$ cat src/rtl/shared_port_arbiter_pkg.sv
// Shared definitions for the burst-locked two-requester port arbiter:
// path-select encodings, FSM state type and statistics counter width.
package shared_port_pkg;

  localparam int STATS_W = 16;

  localparam logic [1:0] SEL_IDLE = 2'd0;
  localparam logic [1:0] SEL_REQ0 = 2'd1;
  localparam logic [1:0] SEL_REQ1 = 2'd2;

  typedef enum logic [0:0] {
    IDLE  = 1'b0,
    BURST = 1'b1
  } arb_state_e;

  function automatic logic [1:0] sel_of(input logic winner);
    return winner ? SEL_REQ1 : SEL_REQ0;
  endfunction

endpackage

$ cat src/rtl/shared_port_arbiter_burst_counter.sv
// Loadable beat down-counter; holds the beats remaining minus one for the
// burst in flight. Load wins over decrement, and it never wraps below zero.
module arb_burst_counter #(
  parameter int LEN_W = 8
) (
  input  logic             clk,
  input  logic             rst_n,
  input  logic             load_i,
  input  logic [LEN_W-1:0] len_i,
  input  logic             dec_i,
  output logic             zero_o
);

  logic [LEN_W-1:0] cnt_q, cnt_d;

  always_comb begin
    cnt_d = cnt_q;
    if (load_i) begin
      cnt_d = len_i;
    end else if (dec_i && (cnt_q != '0)) begin
      cnt_d = cnt_q - LEN_W'(1);
    end
  end

  always_ff @(posedge clk or negedge rst_n) begin
    if (!rst_n) begin
      cnt_q <= '0;
    end else begin
      cnt_q <= cnt_d;
    end
  end

  assign zero_o = (cnt_q == '0);

endmodule

$ cat src/rtl/shared_port_arbiter.sv
// Burst-locked round-robin arbiter sharing one write port between two streams.
// Define ARB_STATS_EN to add the per-requester grant_cnt_0/1 statistics ports.
module shared_port_arbiter
  import shared_port_pkg::*;
#(
  parameter int WIDTH = 16,
  parameter int LEN_W = 8
) (
  input  logic             clk,
  input  logic             rst_n,
  input  logic             req_0,
  input  logic             req_1,
  input  logic [LEN_W-1:0] len_0,
  input  logic [LEN_W-1:0] len_1,
  input  logic             valid_0,
  input  logic             valid_1,
  input  logic [WIDTH-1:0] data_0,
  input  logic [WIDTH-1:0] data_1,
  output logic             ready_0,
  output logic             ready_1,
  output logic             grant_0,
  output logic             grant_1,
  output logic [1:0]       sel,
  output logic             out_valid,
  output logic [WIDTH-1:0] out_data,
  input  logic             out_ready,
  output logic             burst_last,
  output logic [0:0]       dbg_state_o
`ifdef ARB_STATS_EN
  ,
  output logic [STATS_W-1:0] grant_cnt_0,
  output logic [STATS_W-1:0] grant_cnt_1
`endif
);

  // Handshake: a beat moves when out_valid && out_ready; the owner's ready is
  // out_ready passed straight through, the non-owner always sees ready low.
  arb_state_e state_q, state_d;
  logic [1:0] sel_q, sel_d;
  logic [1:0] grant_q, grant_d;
  logic       ptr_q, ptr_d;

  logic cnt_zero, xfer, last_xfer, arb_open, do_grant, winner, ptr_nxt;
  logic [LEN_W-1:0] win_len;

  always_comb begin
    out_valid = 1'b0;
    out_data  = '0;
    ready_0   = 1'b0;
    ready_1   = 1'b0;
    if (grant_q[0]) begin
      out_valid = valid_0;
      out_data  = data_0;
      ready_0   = out_ready;
    end else if (grant_q[1]) begin
      out_valid = valid_1;
      out_data  = data_1;
      ready_1   = out_ready;
    end
  end

  assign xfer       = out_valid && out_ready;
  assign last_xfer  = xfer && cnt_zero;
  assign burst_last = out_valid && cnt_zero;

  // The pointer flips on the final beat and the same-edge re-arbitration
  // already uses the flipped value, so back-to-back bursts see fresh priority.
  assign ptr_nxt  = ptr_q ^ last_xfer;
  assign arb_open = (state_q == IDLE) || last_xfer;
  assign winner   = (req_0 && req_1) ? ptr_nxt : req_1;
  assign do_grant = arb_open && (req_0 || req_1);
  assign win_len  = winner ? len_1 : len_0;

  always_comb begin
    state_d = state_q;
    sel_d   = sel_q;
    grant_d = grant_q;
    ptr_d   = ptr_nxt;
    if (do_grant) begin
      state_d = BURST;
      sel_d   = sel_of(winner);
      grant_d = winner ? 2'b10 : 2'b01;
    end else if (last_xfer) begin
      state_d = IDLE;
      sel_d   = SEL_IDLE;
      grant_d = 2'b00;
    end
  end

  always_ff @(posedge clk or negedge rst_n) begin
    if (!rst_n) begin
      state_q <= IDLE;
      sel_q   <= SEL_IDLE;
      grant_q <= 2'b00;
      ptr_q   <= 1'b0;
    end else begin
      state_q <= state_d;
      sel_q   <= sel_d;
      grant_q <= grant_d;
      ptr_q   <= ptr_d;
    end
  end

  arb_burst_counter #(
    .LEN_W (LEN_W)
  ) u_cnt (
    .clk    (clk),
    .rst_n  (rst_n),
    .load_i (do_grant),
    .len_i  (win_len),
    .dec_i  (xfer),
    .zero_o (cnt_zero)
  );

  assign sel         = sel_q;
  assign grant_0     = grant_q[0];
  assign grant_1     = grant_q[1];
  assign dbg_state_o = state_q;

`ifdef ARB_STATS_EN
  localparam logic [STATS_W-1:0] STATS_ONE = STATS_W'(1);
  logic [STATS_W-1:0] gcnt0_q, gcnt1_q;

  always_ff @(posedge clk or negedge rst_n) begin
    if (!rst_n) begin
      gcnt0_q <= '0;
      gcnt1_q <= '0;
    end else begin
      if (do_grant && !winner && (gcnt0_q != '1)) gcnt0_q <= gcnt0_q + STATS_ONE;
      if (do_grant && winner && (gcnt1_q != '1))  gcnt1_q <= gcnt1_q + STATS_ONE;
    end
  end

  assign grant_cnt_0 = gcnt0_q;
  assign grant_cnt_1 = gcnt1_q;
`endif

endmodule

$ cat config.mk
export PLATFORM = sky130hd
export DESIGN_NAME = shared_port_arbiter
export DESIGN_NICKNAME = d
export VERILOG_FILES = /design/src/rtl/shared_port_arbiter_pkg.sv /design/src/rtl/shared_port_arbiter_burst_counter.sv /design/src/rtl/shared_port_arbiter.sv
export SDC_FILE = /design/constraint.sdc
export NUM_CORES = 1
export LEC_CHECK = 0
export ABC_AREA = 1
export CAP_MARGIN = 20
export CORE_UTILIZATION = 37
export CTS_BUF_LIST = sky130_fd_sc_hd__clkbuf_8
export CTS_CLUSTER_SIZE = 16
export DETAILED_ROUTE_END_ITERATION = 10
export GPL_TIMING_DRIVEN = 0
export HOLD_SLACK_MARGIN = 0.1
export PLACE_DENSITY = 0.82
export SETUP_SLACK_MARGIN = 0.5
export SYNTH_ARGS = -nofsm -noshare
export SYNTH_HDL_FRONTEND = slang
export SYNTH_SLANG_ARGS = --single-unit
$ cat constraint.sdc
create_clock -name clk -period 1.84 [get_ports clk]
set_input_delay 0.184 -clock clk [delete_from_list [all_inputs] [get_ports clk]]
set_output_delay 0.184 -clock clk [all_outputs]
set_load 0.01 [all_outputs]
After elaboration in Yosys (flattened, before gate mapping)
Index checks and enable logic that the tools add are counted.
- output and inout bits: 25
- bits in registers: 12
- logic and storage cells: 35
- reduce and logical (&&, ||, !) cells: 12
- bitwise gates (word level): 2
- $add $sub $neg: 1
- muxes and demuxes: 16
- operator list (cell ; number):
    16-bit two-way mux ; 2
    8-bit two-way mux ; 3
    8-bit logical NOT ; 1
    1-bit two-way mux ; 8
    8-bit nonzero test ; 1
    8-bit by 1-bit subtractor with 8-bit output (second input constant) ; 1
    1-bit logical AND ; 6
    2-bit two-way mux ; 3
    2-bit nonzero test ; 2
    1-bit logical OR ; 2
    1-bit NOT ; 1
    1-bit bitwise XOR ; 1

Depth between registers and ports, before layout
- word-level depth: 8
- gate-level depth with buffers: 13
- mapped depth without buffers: 12

Hierarchy
Synthesis repeated with hierarchy kept, for this count alone.
- cell total of the unflattened synthesis: 179
- area total of the unflattened synthesis: 1173.6 sq um
- modules (own cells, without submodules) (module ; area each (sq um) ; cells each ; times used):
    arb_burst_counter ; 596.8 ; 93 ; 1
    shared_port_arbiter ; 576.8 ; 86 ; 1

Least setup slack after synthesis
OpenSTA, ideal clock, no wires.
- path kind: register to register
- start: register u_cnt.cnt_q[0]
- end: register u_cnt.cnt_q[1]
- data arrival time: 1560 ps
- buffers on the path: 1
- path slack: 167 ps
- stages on the path, launching flop included: 13
- clock period less this slack: 1673 ps
- required time: 1727 ps
- setup time: 113 ps
- cell sequence: dfrtp_1 inv_1 ha_1 nand2_1 nor2_2 nand2_4 nand2_8 o21ai_4 buf_6 o21ai_0 nand3_1 nand2_1 inv_1
- word-level cells in the longest chain between the ends: 6
- elaborated cells on any way between the ends: 13
- those cells by class: 1 x add/sub; 4 x mux; 1 x bitwise; 7 x reduce/logical
- ends and longest elaborated chain (item ; line ; text):
    start, declared ; shared_port_arbiter_burst_counter.sv:14 ; logic [LEN_W-1:0] cnt_q, cnt_d;
    start signal, assigned ; shared_port_arbiter_burst_counter.sv:29 ; cnt_q <= cnt_d;
    parallel branches: the longest is 6 deep, another holds 8-bit by 1-bit subtractor with 8-bit output ; n/a ;
Parallel ways; which one is timed is not known. The select of a mux whose other input is x is not followed.
A chain may end at the register's enable or synchronous reset.

Final worst setup path
- start: register u_cnt.cnt_q[0]
- end: register u_cnt.cnt_q[7]
Same word-level chain as after synthesis.

==> results.py <==
metrics = {
    "placement": {
        "placed_area_sq_um": 2080,
        "dp_hpwl_mm": 3.12,
        "io_buffers": 78,
        "gp_congestion": 0.876,
    },
    "pwr": {
        "power_density_nw_per_um2": 1390,
        "vdd_drop_max_mv": 1.00,
        "power.static_leakage_nw": 1.40,
        "p_total_mw": 4.06,
    },
    "routing": {
        "drc_errors": 0,
        "drt_first_pass_iters": 5,
        "wl_mm": 8.85,
        "wire_per_inst_um": 24.6,
        "antenna_left": 0,
        "via_per_inst": 6.06,
        "vias": 2175,
        "drt_iter0_drc": 282,
    },
    "synthesis": {
        "syn_inst": 186,
        "synth_compound_area_share_pct": 6.77,
        "ys_types": 24,
        "syn_avg_cell_area_sq_um": 6.65,
        "yosysWarnings": 0,
        "netlist_area_sq_um": 1240,
        "synth.area.mux_share_pct": 0,
        "synth.net_count": 242,
        "synth_top_family_by_area": "simple AND/OR/NAND/NOR gates",
        "yosys.area_share.simple_pct": 50.2,
        "synth_xor_area_share_pct": 4.25,
        "synth_seq_area_share_pct": 24.3,
        "ys_ff_latch": 12,
        "synthAdderAreaFrac_pct": 1.01,
    },
    "timing": {
        "hold_slack_ns": 0.301,
        "rsz0062_at_grt": "yes",
        "relSlewSlack_pct": 61.1,
        "setup_slack_ns": -0.219,
        "max_freq_mhz": 486,
        "hold_viol": 0,
        "setup_tns_ns": -0.827,
        "drv_slew": 0,
        "setup_viol": 8,
        "min_period_ns": 2.06,
        "fin_skew_ns": 0.0102,
        "worst_pin_slew_ns": 0.581,
        "timing.final.crit_share_pct": 112,
    },
    "floorplan": {
        "die_w_um": 59.8,
        "dieHeight_um": 59.8,
        "floorplan.initialDensity_pct": 39.9,
        "io_pins": 80,
        "coreArea_sq_um": 3100,
        "num_rows": 20,
        "dieArea_sq_um": 3580,
    },
    "worst_setup_path": {
        "critPathLaunchType": "flop",
        "crit_chain": "inv_2 > ha_4 > nand2_4 > nor2_4 > nand2_4 > nand2_8 > o21ai_4 > buf_6 > o21ai_0 > nand3_1 > nand2_1 > inv_1",
        "cp.arrival_ns": 2.19,
        "cp_data_required_time_ns": 1.97,
        "crit_type": "reg -> reg",
        "crit_path_end_kind": "flop",
        "critPathTopFamily": "simple AND/OR/NAND/NOR gates",
        "max_stage_delay_ns": 0.42,
        "crit_top_cell": "nand2_4",
        "slowest_stage": "dfrtp_1",
        "path_buf_inv": 3,
        "crit_fanout": 5,
    },
    "final_layout": {
        "antenna_cells": 0,
        "syn_to_final_growth_pct": 136,
        "final_layout_size_suffix_gt1_share_pct": 51.4,
        "final_area_sq_um": 2920,
        "final_util_pct": 94.1,
        "fin_nets": 372,
    },
    "clocking": {
        "cts_sinks": 12,
        "clock_latency_ns": 0.25,
        "root_buffer": "clkbuf_8",
        "cts_tree": "done",
        "clockBufferDepth": 2,
        "cts_buffers": 3,
        "clk_pin_slew_ns": 0.06,
        "htree_levels": 1,
    },
    "global_route": {
        "grt_pass1_wl_mm": 9.50,
        "antenna_found_initial": 0,
        "grt_max_degree": 13,
        "grt_pass1_vias": 1937,
        "grt-ovfl-total": 0,
        "grtUsageTotal_pct": 36.3,
    },
    "worst_hold_path": {
        "holdCritPathClass": "in -> async",
    },
    "run_status": {
        "status": "complete, but fails checks",
        "violations": "negative setup slack",
    },
    "run": {
        "maxCapViolCount": 0,
    },
}
-- registers in the layout (all words and copies together), names as in the netlist --
| register | flops |
|---|---|
| u_cnt.cnt_q | 8 |
| dbg_state_o | 1 |
| grant_q | 2 |
| ptr_q | 1 |
-- worst paths after layout --
| kind | start | endpoint | slack (ns) | cells after the start |
|---|---|---|---|---|
| setup / recovery | u_cnt.cnt_q[0]$_DFFE_PN0P_ | u_cnt.cnt_q[7]$_DFFE_PN0P_ | -0.22 | 12 |
| hold / removal | rst_n | ptr_q$_DFF_PN0_ | 0.30 | 1 |
| setup reg to reg | u_cnt.cnt_q[0]$_DFFE_PN0P_ | u_cnt.cnt_q[7]$_DFFE_PN0P_ | -0.22 | 12 |
| hold reg to reg | u_cnt.cnt_q[1]$_DFFE_PN0P_ | u_cnt.cnt_q[1]$_DFFE_PN0P_ | 0.61 | 4 |
| max in group asynchronous | rst_n | u_cnt.cnt_q[2]$_DFFE_PN0P_ | 1.12 | 1 |
| min in group clk | req_1 | grant_q[1]$_DFFE_PN0P_ | 0.44 | 3 |
-- cell type report --
cell class | count | area, sq um
fillers | 93 | 183
well taps | 44 | 55.1
inverters | 26 | 110
plain buffers | 9 | 98.8
clock buffers | 4 | 55.1
multi-input cells | 141 | 1070
repair buffers | 123 | 1220
flip-flops and latches | 12 | 304
-- power by group --
| group | switching, mW | internal, mW | total [mW] |
|---|---|---|---|
| Clock | 0.113 | 0.190 | 0.303 |
| Combinational | 1.67 | 1.57 | 3.24 |
| Sequential | 0.141 | 0.383 | 0.524 |
-- worst register-to-register path, cell delays in order (launching register included) --
cell and delay, ns:
dfrtp_1 0.42, inv_2 0.11, ha_4 0.15, nand2_4 0.06, nor2_4 0.20, nand2_4 0.14
nand2_8 0.11, o21ai_4 0.10, buf_6 0.17, o21ai_0 0.14, nand3_1 0.18, nand2_1 0.12
inv_1 0.06
-- cell usage after synthesis, drive strengths merged --
master	instances	area (sq um)
nand2	65	313
nand3	37	198
inv	26	103
dfrtp	12	300
o21ai	10	61.3
nor2	9	55.1
nand4	8	50.1
buf	6	53.8
xor2	6	52.6
clkbuf	3	11.3
a21oi	1	16.3
ha	1	12.5
nor3	1	5.00
o22ai	1	6.26
-- repair_timing --
action	4_1_cts	5_1_grt
pin swaps	24	30
setup buffers	28	13
endpoints found under the setup margin	36	33
hold buffers	0	0
gates resized for setup	139	81
cloned	6	0
-- stage by stage --
stage                     instances  setup slack, ns
final                           359           -0.219
after detailed placement        308          -0.0203
after global routing            359           -0.314
after CTS                       346            0.149
after global placement          308          -0.0137
after floorplan                 186            0.256
-- layout by cell type (no fill, tap or decap), types with 9 or more instances in the layout --
cell type,instances
dfrtp_1,9
nand2_4,17
buf_4,22
nand3_1,18
nand2_1,23
nand2_2,24
nand3_2,18
buf_2,9
inv_1,19
clkdlybuf4s50_1,53
buf_6,35
-- cells by family (layout without fill, tap and decap cells) --
kind of cell | count (synthesis) | after routing
and+or+nand+nor | 120 | 122
buffers and inverters | 35 | 162
AOI/OAI and AO/OA | 12 | 12
DFF | 12 | 12
xor gates and xnor gates | 6 | 6
adders and majority gates | 1 | 1
-- layer usage --
metal / up-vias / part of all wire, % / track usage [%]
met5: - / 0 / 0
met4: 0 / 6.5 / 21.9
met3: 70 / 12 / 13.9
met2: 232 / 47 / 58.9
met1: 1012 / 35 / 39.9
li1: 861 / - / -
Note: power is estimated with default switching activity, not from simulation.
